## src/rtl/prog_delay_line_if.sv

```systemverilog
`default_nettype none
// ============================================================================
//  Module      : prog_delay_line_if
//  Description : Control, input-sample and output-sample bundle for the
//                programmable delay line. The master drives controls and the
//                input stream; the slave (the delay line) returns the delayed
//                stream and its status.
//  Revision    : 1.0 - initial release
// ============================================================================
interface prog_delay_line_if #(
   parameter int MAX_DEPTH = 16,
   parameter int DIM       = 16,
   parameter int NCH       = 1
) ();
   localparam int DW = $clog2(MAX_DEPTH + 1);

   logic                 stall;
   logic                 flush;
   logic                 cfg_load;
   logic [DW-1:0]        cfg_delay;
   logic                 in_valid;
   logic [NCH*DIM-1:0]   in_data;
   logic                 out_valid;
   logic [NCH*DIM-1:0]   out_data;
   logic [DW-1:0]        cur_delay;
   logic                 primed;

   modport master (
      output stall, flush, cfg_load, cfg_delay, in_valid, in_data,
      input  out_valid, out_data, cur_delay, primed
   );

   modport slave (
      input  stall, flush, cfg_load, cfg_delay, in_valid, in_data,
      output out_valid, out_data, cur_delay, primed
   );
endinterface
`default_nettype wire

```

## src/rtl/prog_delay_line.sv

```systemverilog
`default_nettype none
// ============================================================================
//  Module      : prog_delay_line
//  Description : Runtime-programmable delay line, 0..MAX_DEPTH cycles, for NCH
//                lanes of DIM-bit data plus a travelling valid bit. A fill
//                counter reports when the pipeline has refilled after a
//                flush or a delay change.
//  Revision    : 1.0 - initial release
// ============================================================================
module prog_delay_line #(
   parameter int MAX_DEPTH = 16,
   parameter int DIM       = 16,
   parameter int NCH       = 1,
   parameter int RST_DELAY = 0
) (
   input  wire logic          clk,
   input  wire logic          clr_n,
   prog_delay_line_if.slave   bus
);
   localparam int DW = $clog2(MAX_DEPTH + 1);
   localparam int SW = NCH*DIM + 1;   // {valid, data}

   localparam logic [DW-1:0] c_max_delay = DW'(MAX_DEPTH);
   localparam logic [DW-1:0] c_rst_delay = DW'(RST_DELAY);

   logic [SW-1:0] r_stage [1:MAX_DEPTH];
   logic [DW-1:0] r_cur_delay;
   logic [DW-1:0] r_fill;
   logic [DW-1:0] w_sat_delay;
   logic [SW-1:0] w_out;
   logic          w_clear;

   // Requested delay clamped to the physical depth; a load or flush empties the pipe
   always_comb begin
      w_sat_delay = (bus.cfg_delay > c_max_delay) ? c_max_delay : bus.cfg_delay;
      w_clear     = bus.cfg_load | bus.flush;
   end

   // Stage shift register: clear on load/flush (even when stalled), hold on stall
   always_ff @(posedge clk or negedge clr_n) begin
      if (!clr_n) begin
         for (int i = 1; i <= MAX_DEPTH; i++) r_stage[i] <= '0;
      end else if (w_clear) begin
         for (int i = 1; i <= MAX_DEPTH; i++) r_stage[i] <= '0;
      end else if (!bus.stall) begin
         r_stage[1] <= {bus.in_valid, bus.in_data};
         for (int i = 2; i <= MAX_DEPTH; i++) r_stage[i] <= r_stage[i-1];
      end
   end

   // Active delay setting and fill counter (saturates at the active delay)
   always_ff @(posedge clk or negedge clr_n) begin
      if (!clr_n) begin
         r_cur_delay <= c_rst_delay;
         r_fill      <= '0;
      end else if (bus.cfg_load) begin
         r_cur_delay <= w_sat_delay;
         r_fill      <= '0;
      end else if (bus.flush) begin
         r_fill      <= '0;
      end else if (!bus.stall && (r_fill != r_cur_delay)) begin
         r_fill      <= r_fill + 1'b1;
      end
   end

   // Output tap: zero delay is a straight wire, otherwise select stage d
   always_comb begin
      w_out = '0;
      if (r_cur_delay == '0) begin
         w_out = {bus.in_valid, bus.in_data};
      end else begin
         for (int i = 1; i <= MAX_DEPTH; i++) begin
            if (r_cur_delay == DW'(i)) w_out = r_stage[i];
         end
      end
   end

   assign bus.out_valid = w_out[SW-1];
   assign bus.out_data  = w_out[SW-2:0];
   assign bus.cur_delay = r_cur_delay;
   assign bus.primed    = (r_fill == r_cur_delay);

endmodule
`default_nettype wire

```

## src/flat_wrapper.sv

```systemverilog
// flat-port wrapper written by rule: the top's interface ports become plain ports
module prog_delay_line_flat 
#(
   parameter int MAX_DEPTH = 16,
   parameter int DIM       = 16,
   parameter int NCH       = 1,
   parameter int RST_DELAY = 0
)
  (clk, clr_n, bus_stall, bus_flush, bus_cfg_load, bus_cfg_delay, bus_in_valid, bus_in_data, bus_out_valid, bus_out_data, bus_cur_delay, bus_primed);
  prog_delay_line_if #(.MAX_DEPTH(MAX_DEPTH), .DIM(DIM), .NCH(NCH)) bus_i ();
  input  wire logic clk;
  input  wire logic clr_n;
  input wire logic [$bits(bus_i.stall)-1:0] bus_stall;
  input wire logic [$bits(bus_i.flush)-1:0] bus_flush;
  input wire logic [$bits(bus_i.cfg_load)-1:0] bus_cfg_load;
  input wire logic [$bits(bus_i.cfg_delay)-1:0] bus_cfg_delay;
  input wire logic [$bits(bus_i.in_valid)-1:0] bus_in_valid;
  input wire logic [$bits(bus_i.in_data)-1:0] bus_in_data;
  output wire logic [$bits(bus_i.out_valid)-1:0] bus_out_valid;
  output wire logic [$bits(bus_i.out_data)-1:0] bus_out_data;
  output wire logic [$bits(bus_i.cur_delay)-1:0] bus_cur_delay;
  output wire logic [$bits(bus_i.primed)-1:0] bus_primed;
  assign bus_i.stall = bus_stall;
  assign bus_i.flush = bus_flush;
  assign bus_i.cfg_load = bus_cfg_load;
  assign bus_i.cfg_delay = bus_cfg_delay;
  assign bus_i.in_valid = bus_in_valid;
  assign bus_i.in_data = bus_in_data;
  assign bus_out_valid = bus_i.out_valid;
  assign bus_out_data = bus_i.out_data;
  assign bus_cur_delay = bus_i.cur_delay;
  assign bus_primed = bus_i.primed;
  prog_delay_line #(.MAX_DEPTH(MAX_DEPTH), .DIM(DIM), .NCH(NCH), .RST_DELAY(RST_DELAY)) u_core (.clk(clk), .clr_n(clr_n), .bus(bus_i));
endmodule
```

## config.mk

```make
export PLATFORM = sky130hd
export DESIGN_NAME = prog_delay_line_flat
export DESIGN_NICKNAME = d
export VERILOG_FILES = /design/src/rtl/prog_delay_line_if.sv /design/src/rtl/prog_delay_line.sv /design/src/flat_wrapper.sv
export SDC_FILE = /design/constraint.sdc
export NUM_CORES = 1
export LEC_CHECK = 0
export CAP_MARGIN = 10
export CORE_MARGIN = 4
export CORE_UTILIZATION = 65
export CTS_CLUSTER_SIZE = 30
export DETAILED_ROUTE_END_ITERATION = 8
export GPL_ROUTABILITY_DRIVEN = 1
export GPL_TIMING_DRIVEN = 0
export PLACE_DENSITY = 0.93
export SLEW_MARGIN = 20
export SYNTH_ARGS = -nofsm -noshare
export SYNTH_HDL_FRONTEND = slang
export SYNTH_SLANG_ARGS = --single-unit
```

## constraint.sdc

```tcl
create_clock -name clk -period 5.9 [get_ports clk]
set_input_delay 1.18 -clock clk [delete_from_list [all_inputs] [get_ports clk]]
set_output_delay 1.18 -clock clk [all_outputs]
set_load 0.02 [all_outputs]
```

==> flow_metrics.env, run 1 <==
export IMPL_gr_total_overflow=0
export IMPL_final_cell_count_no_fill=1767
export IMPL_seq_area_mm2=0.00706
export IMPL_cts_buffers=29
export IMPL_p_seq_share_pct=43.5
export IMPL_min_period_over_period_pct=92.7
export IMPL_hpwl_mm=36.5
export IMPL_period_minus_slack_ps=5470
export IMPL_crit_top_cell="a2111oi_0"
export IMPL_cp_start_kind="register"
export IMPL_cp_max_fo=10
export IMPL_antenna_found_initial=0
export IMPL_htree_levels=1
export IMPL_grt_pass1_wl_mm=75.3
export IMPL_drive_above_1_share_pct=7.40
export IMPL_stdcell_area_mm2=0.0162
export IMPL_root_buffer="clkbuf_16"
export IMPL_vias=12300
export IMPL_antennaDiodeCount=0
export IMPL_core_area_mm2=0.0218
export IMPL_cts_hold_buf=0
export IMPL_synth_edf_count=0
export IMPL_grtUsageTotal_pct=41.3
export IMPL_wl_per_cell_um=28.6
export IMPL_fmax_ghz=0.183
export IMPL_fp_dieW_um=156
export IMPL_die_area_mm2=0.0245
export IMPL_cp_cell_sequence="buf_4 -> buf_6 -> nand2_2 -> a21oi_1 -> a2111oi_0 -> a2111oi_0 -> o32ai_1 -> clkdlybuf4s50_1"
export IMPL_power_density_mw_per_mm2=278
export IMPL_cts_path_max_buffers=3
export IMPL_clk_pin_slew_worst_paths_ps=60
export IMPL_multi_input_area_mm2=0.00674
export IMPL_syn_to_final_growth_pct=13.0
export IMPL_insertion_delay_ps=560
export IMPL_clkPwrFrac_pct=41.8
export IMPL_arrival_ps=4290
export IMPL_place_area_mm2=0.0152
export IMPL_layout_nets=1493
export IMPL_synth_seq_cells=282
export IMPL_leakage_nw=7.47
export IMPL_fin_skew_ps=12.6
export IMPL_holdWs_ps=532
export IMPL_ys_seq_area_share_pct=49.3
export IMPL_outcome="complete, no violations"
export IMPL_synthFlopType="dfrtp_1"
export IMPL_cts_tree="yes"
export IMPL_power_frac_comb_pct=14.7
export IMPL_relSlewSlack_pct=19.2
export IMPL_min_from="u_core.r_stage[9]"
export IMPL_cp_required_ps=4720
export IMPL_clock_sinks=282
export IMPL_ant_nets=0
export IMPL_intPower_mw=3.26
export IMPL_die_y_um=156
export IMPL_post_place_ws_ps=1310
export IMPL_r2r_end="u_core.r_fill[0]"
export IMPL_gp_congestion=1.01
export IMPL_synth_warnings=0
export IMPL_worstRegToRegCells=7
export IMPL_holdPathEnd="u_core.r_stage[9]"
export IMPL_start_util_pct=65.9
export IMPL_rsz0062_at_grt="false"
export IMPL_critical_path_class="register to output pin"
export IMPL_cpMaxStageDelayCell="a2111oi_0"
export IMPL_switchingPower_mw=1.23
export IMPL_n_fill_cell=1487
export IMPL_endpoint_kind="output pin"
export IMPL_maxSlewViolCount=0
export IMPL_r2r_start="u_core.bus.cur_delay[2]"
export IMPL_slowest_delay_ps=980
export IMPL_place_inst=1714
export IMPL_rrSetupSlack_ps=3570
export IMPL_dr_pass1_iters=6
export IMPL_cp_top_family="compound AO/OA/AOI/OAI gates"
export IMPL_vias_per_cell=6.99
export IMPL_min_path_cells=2
export IMPL_post_cts_buffers=0
export IMPL_hold_viol_final=0
export IMPL_synthArstFlopShare_pct=100
export IMPL_netlist_area_mm2=0.0143
export IMPL_num_rows=54
export IMPL_syn_inst=1384
export IMPL_setup_viol=0
export IMPL_drc_errors=0
export IMPL_pin_count=50
export IMPL_synth_nets=1412
export IMPL_wl_mm=50.5
export IMPL_syn_avg_cell_area_um2=10.4
export IMPL_synthDistinctLibCells=69
export IMPL_grt_max_degree=102
export IMPL_setup_slack_ps=432
export IMPL_path_buf_inv=3
export IMPL_maxCapViolations=0
export IMPL_grt_pass1_vias=12000
export IMPL_min_path_type="register to register"
export IMPL_io_buffers=47
export IMPL_switching_share_pct=27.4
export IMPL_cts_resized=0
export IMPL_drtIter0Drc=1696
export IMPL_worstMarginPinSlew_ps=1180
export IMPL_ir_drop_uv=247
## cell usage in the layout (no fill, tap or decap), types with 15 or more instances in the layout
| master | n |
|---|---|
| o22ai_1 | 28 |
| o21ai_0 | 53 |
| nand2_1 | 32 |
| mux2i_1 | 305 |
| clkdlybuf4s50_1 | 46 |
| a211oi_1 | 15 |
| clkbuf_1 | 80 |
| dfrtp_1 | 282 |
| clkbuf_16 | 29 |
| a21oi_1 | 38 |
| nor2_1 | 308 |
| o221ai_1 | 16 |
| buf_2 | 24 |
## state kept, by name (all words and copies together), names as in the netlist
register and cells:
u_core.bus.cur_delay 5, u_core.r_fill 5, u_core.r_stage 272
## synthesized netlist by cell type (all sizes together), types with 3 or more instances
| cell type | count | area [µm²] |
|---|---|---|
| nor3 | 11 | 60.1 |
| buf | 40 | 229 |
| a211o | 4 | 35.0 |
| xor2 | 5 | 43.8 |
| inv | 6 | 22.5 |
| o21ai | 53 | 265 |
| mux2i | 305 | 3050 |
| a211oi | 15 | 113 |
| xnor2 | 4 | 35.0 |
| a221oi | 5 | 43.8 |
| nand3 | 9 | 45.0 |
| a2111oi | 5 | 45.0 |
| nor2 | 308 | 1160 |
| o221a | 3 | 33.8 |
| clkbuf | 75 | 282 |
| dfrtp | 282 | 7060 |
| a21o | 5 | 37.5 |
| o22ai | 28 | 175 |
| nand3b | 5 | 37.5 |
| a32oi | 4 | 35.0 |
| a22o | 5 | 43.8 |
| o31ai | 6 | 45.0 |
| o221ai | 16 | 140 |
| o22a | 3 | 26.3 |
| a21boi | 4 | 30.0 |
| a21oi | 38 | 190 |
| a221o | 3 | 30.0 |
| or2 | 3 | 18.8 |
| a22oi | 9 | 67.6 |
| o32ai | 14 | 123 |
| nor2b | 10 | 62.6 |
| o211ai | 7 | 52.6 |
| mux2 | 12 | 135 |
| and2 | 3 | 18.8 |
| nand2 | 33 | 126 |
| nand2b | 12 | 75.1 |
## routing by layer
layer / up-vias / track usage [%] / share of wire, %
met1: 6050 / 54.7 / 37
met3: 248 / 10.3 / 12
met2: 951 / 62.0 / 43
met5: - / 0 / 0
met4: 0 / 24.2 / 8.0
li1: 5095 / - / -
## tightest hold or removal path: cells and delay by family, from the launching register on
family	cells	cell delay [ps]
simple gates	1	80
flops	1	350
mux	1	70
## how the worst max path moves through the flow
stage | start | end | slack (ps) | cells past startpoint
2_1_floorplan | u_core.bus.cur_delay[0] | bus_out_data[11] | 2480 | 7
3_3_place_gp | clr_n | u_core.r_stage[136] | -8040 | 1
3_5_place_dp | u_core.bus.cur_delay[1] | bus_out_data[5] | 1310 | 8
6_report | u_core.bus.cur_delay[1] | bus_out_data[5] | 430 | 8
4_1_cts | u_core.bus.cur_delay[1] | bus_out_data[5] | 700 | 8
5_1_grt | u_core.bus.cur_delay[1] | bus_out_data[5] | 340 | 8
## logic make-up (layout without fill, tap and decap cells)
kind of cell | count (synthesis) | count (layout) | share of synthesized area [%]
adders and majority gates | 1 | 1 | 0.0873
AOI/OAI and AO/OA | 242 | 242 | 11.6
xor gates and xnor gates | 9 | 9 | 0.550
and+or+nand+nor | 410 | 410 | 12.2
muxes | 319 | 319 | 22.6
buffers and inverters | 121 | 224 | 3.72
DFF | 282 | 282 | 49.3
## power groups by stage
stage	sequential, mW	clock (mW)	combinational, mW
floorplan	1.99	0	0.355
global placement	1.99	0	0.622
detailed placement	1.99	0	0.633
CTS	1.95	1.87	0.636
global route	1.95	1.95	0.684
finish	1.96	1.88	0.662
## per-stage QoR
step	utilization [%]	TNS (ps)	total power, mW
final	74.4	0	4.50
after global routing	74.4	0	4.59
after CTS	74.4	0	4.47
after detailed placement	70.0	0	2.62
after global placement	69.6	-2259140	2.61
after floorplan	-	0	2.34
## final cells by class
cell class                      count  area share (%)
Sequential cell                   282            43.6
Multi-Input combinational cell    981            41.6
Clock buffer                       40            5.11
Timing Repair Buffer               50            3.34
Buffer                            115            3.15
Tap cell                          280            2.16
Clock inverter                     13           0.889
Inverter                            6           0.139
Power figures use the tool's default switching activity.
==> run 2, diff against run 1 <==
--- a/config.mk
+++ b/config.mk
@@ -6,8 +6,8 @@
 export NUM_CORES = 1
 export LEC_CHECK = 0
 export CAP_MARGIN = 10
-export CORE_MARGIN = 4
 export CORE_UTILIZATION = 65
+export CTS_BUF_LIST = sky130_fd_sc_hd__clkbuf_2 sky130_fd_sc_hd__clkbuf_4 sky130_fd_sc_hd__clkbuf_8
 export CTS_CLUSTER_SIZE = 30
 export DETAILED_ROUTE_END_ITERATION = 8
 export GPL_ROUTABILITY_DRIVEN = 1
==> flow_metrics.env, run 2 (synthesis results as in run 1) <==
export IMPL_htree_levels=2
export IMPL_cp_cell_sequence="buf_2 -> buf_6 -> nor3b_4 -> nand2_1 -> o221a_2 -> a2111oi_0 -> o32ai_1 -> clkdlybuf4s50_1"
export IMPL_cp_max_fo=10
export IMPL_cts_resized=0
export IMPL_worstMarginPinSlew_ps=1320
export IMPL_largest_reg_flops=272
export IMPL_holdPathEnd="u_core.r_stage[16]"
export IMPL_ir_drop_uv=197
export IMPL_wl_met3_mm=6.24
export IMPL_drtIter0Drc=1641
export IMPL_cts_hold_buf=0
export IMPL_post_cts_buffers=0
export IMPL_fin_skew_ps=20.8
export IMPL_wl_mm=50.5
export IMPL_root_buffer="clkbuf_8"
export IMPL_grtUsageTotal_pct=46.0
export IMPL_min_period_over_period_pct=90.7
export IMPL_dr_pass1_iters=8
export IMPL_num_rows=53
export IMPL_gp_congestion=1.02
export IMPL_fmax_ghz=0.187
export IMPL_mostFrequentLayoutCells="nor2_1, mux2i_1, dfrtp_1"
export IMPL_min_from="u_core.r_stage[16]"
export IMPL_wl_per_cell_um=28.3
export IMPL_start_util_pct=67.3
export IMPL_p_total_mw=4.44
export IMPL_maxSlewViolCount=0
export IMPL_arrival_ps=4170
export IMPL_clk_pin_slew_worst_paths_ps=60
export IMPL_io_buffers=47
export IMPL_n_fill_cell=1393
export IMPL_fp_dieW_um=150
export IMPL_top_register="u_core.r_stage"
export IMPL_antennaDiodeCount=0
export IMPL_setup_viol=0
export IMPL_cts_buffers=47
export IMPL_wl_met2_mm=21.9
export IMPL_rsz0062_at_grt="false"
export IMPL_cpMaxStageDelayCell="a2111oi_0"
export IMPL_layout_nets=1510
export IMPL_die_area_mm2=0.0226
export IMPL_min_path_cells=2
export IMPL_period_minus_slack_ps=5350
export IMPL_final_setup_tns_ps=0
export IMPL_r2r_start="u_core.bus.cur_delay[4]"
export IMPL_r2r_end="u_core.r_fill[1]"
export IMPL_grt_pass1_vias=12200
export IMPL_hold_viol_final=0
export IMPL_core_area_mm2=0.0213
export IMPL_cp_required_ps=4720
export IMPL_power_density_mw_per_mm2=275
export IMPL_worstRegToRegCells=7
export IMPL_min_path_type="register to register"
export IMPL_wl_met1_mm=18.4
export IMPL_cp_start_kind="register"
export IMPL_leakage_nw=7.49
export IMPL_final_common_cell="nor2_1"
export IMPL_critical_path_class="register to output pin"
export IMPL_pin_count=50
export IMPL_slowest_delay_ps=1110
export IMPL_clock_sinks=282
export IMPL_cts_tree="yes"
export IMPL_startpoint="u_core.bus.cur_delay[3]"
export IMPL_cts_path_max_buffers=3
export IMPL_grt_pass1_wl_mm=74.7
export IMPL_drc_errors=0
export IMPL_rrSetupSlack_ps=3620
export IMPL_insertion_delay_ps=580
export IMPL_ant_nets=0
export IMPL_outcome="complete, no violations"
export IMPL_vias=12300
export IMPL_gr_total_overflow=0
export IMPL_drive_above_1_share_pct=9.20
export IMPL_vias_per_cell=6.91
export IMPL_die_y_um=150
export IMPL_relSlewSlack_pct=9.70
export IMPL_grt_max_degree=104
export IMPL_hpwl_mm=36.5
export IMPL_syn_to_final_growth_pct=12.9
export IMPL_highest_layer="met4"
export IMPL_maxCapViolations=0
export IMPL_antenna_found_initial=0
export IMPL_endpoint_kind="output pin"
-- run 2: changes by cell type in the layout (fill, tap and decap cells not counted) --
| cell | change |
|---|---|
| clkinvlp_4 | +2 |
| inv_6 | -1 |
| clkbuf_4 | +14 |
| clkinv_2 | -6 |
| a2111oi_0 | +1 |
| bufinv_16 | -1 |
| clkdlybuf4s18_2 | -1 |
| a2111oi_1 | -1 |
| clkbuf_16 | -29 |
| clkbuf_8 | +51 |
| clkbuf_1 | -5 |
-- run 2: power breakdown --
part / switching [mW] / internal (mW)
clock: 0.786 / 1.04
combinational: 0.445 / 0.215
sequential: 0.0130 / 1.94
-- run 2: worst max path at each step --
| stage | endpoint | cells past startpoint |
|---|---|---|
| final | bus_out_data[1] | 8 |
| after global routing | bus_out_data[1] | 9 |
| after CTS | bus_out_data[11] | 9 |
| after detailed placement | bus_out_data[11] | 9 |
| after global placement | u_core.r_stage[148] | 1 |
| after floorplan | bus_out_data[11] | 7 |
-- run 2: layout make-up --
cell class / count / area (µm²) / area share [%]
Timing Repair Buffer: 49 / 531 / 3.28
Tap cell: 275 / 344 / 2.13
Clock inverter: 7 / 90.1 / 0.557
Buffer: 115 / 510 / 3.15
Multi-Input combinational cell: 981 / 6740 / 41.6
Clock buffer: 71 / 890 / 5.50
Sequential cell: 282 / 7060 / 43.6
Inverter: 6 / 22.5 / 0.139
-- run 2: metrics by stage --
stage / utilization [%] / setup WS (ps) / cells / hold WS, ps / cell area, µm²
final: 76.0 / 548 / 1786 / 538 / 16200
after global routing: 76.0 / 683 / 1786 / 559 / 16200
after CTS: 76.0 / 809 / 1786 / 538 / 16200
after detailed placement: 71.4 / 1420 / 1708 / 524 / 15200
after global placement: 71.1 / -7930 / 1706 / 510 / 15100
after floorplan: - / 2480 / 1384 / 490 / 14300
-- run 2: critical path, delay by kind of cell (launching register included) --
family | cells | cell delay, ps
compound gates | 3 | 1630
buf+inv | 3 | 970
flops | 1 | 380
simple gates | 2 | 630
-- run 2: layer usage --
layer | up-vias | global-route usage, %
li1 | 5139 | -
met1 | 6011 | 59.1
met2 | 911 | 68.2
met4 | 0 | 30.8
met3 | 285 | 12.7
met5 | - | 0
==> run 3, diff against run 2 <==
--- a/config.mk
+++ b/config.mk
@@ -17,3 +17,4 @@
 export SYNTH_ARGS = -nofsm -noshare
 export SYNTH_HDL_FRONTEND = slang
 export SYNTH_SLANG_ARGS = --single-unit
+export TNS_END_PERCENT = 100
==> results of run 3 <==
Same layout as run 2: the final DEF is identical, and so are final timing and power.
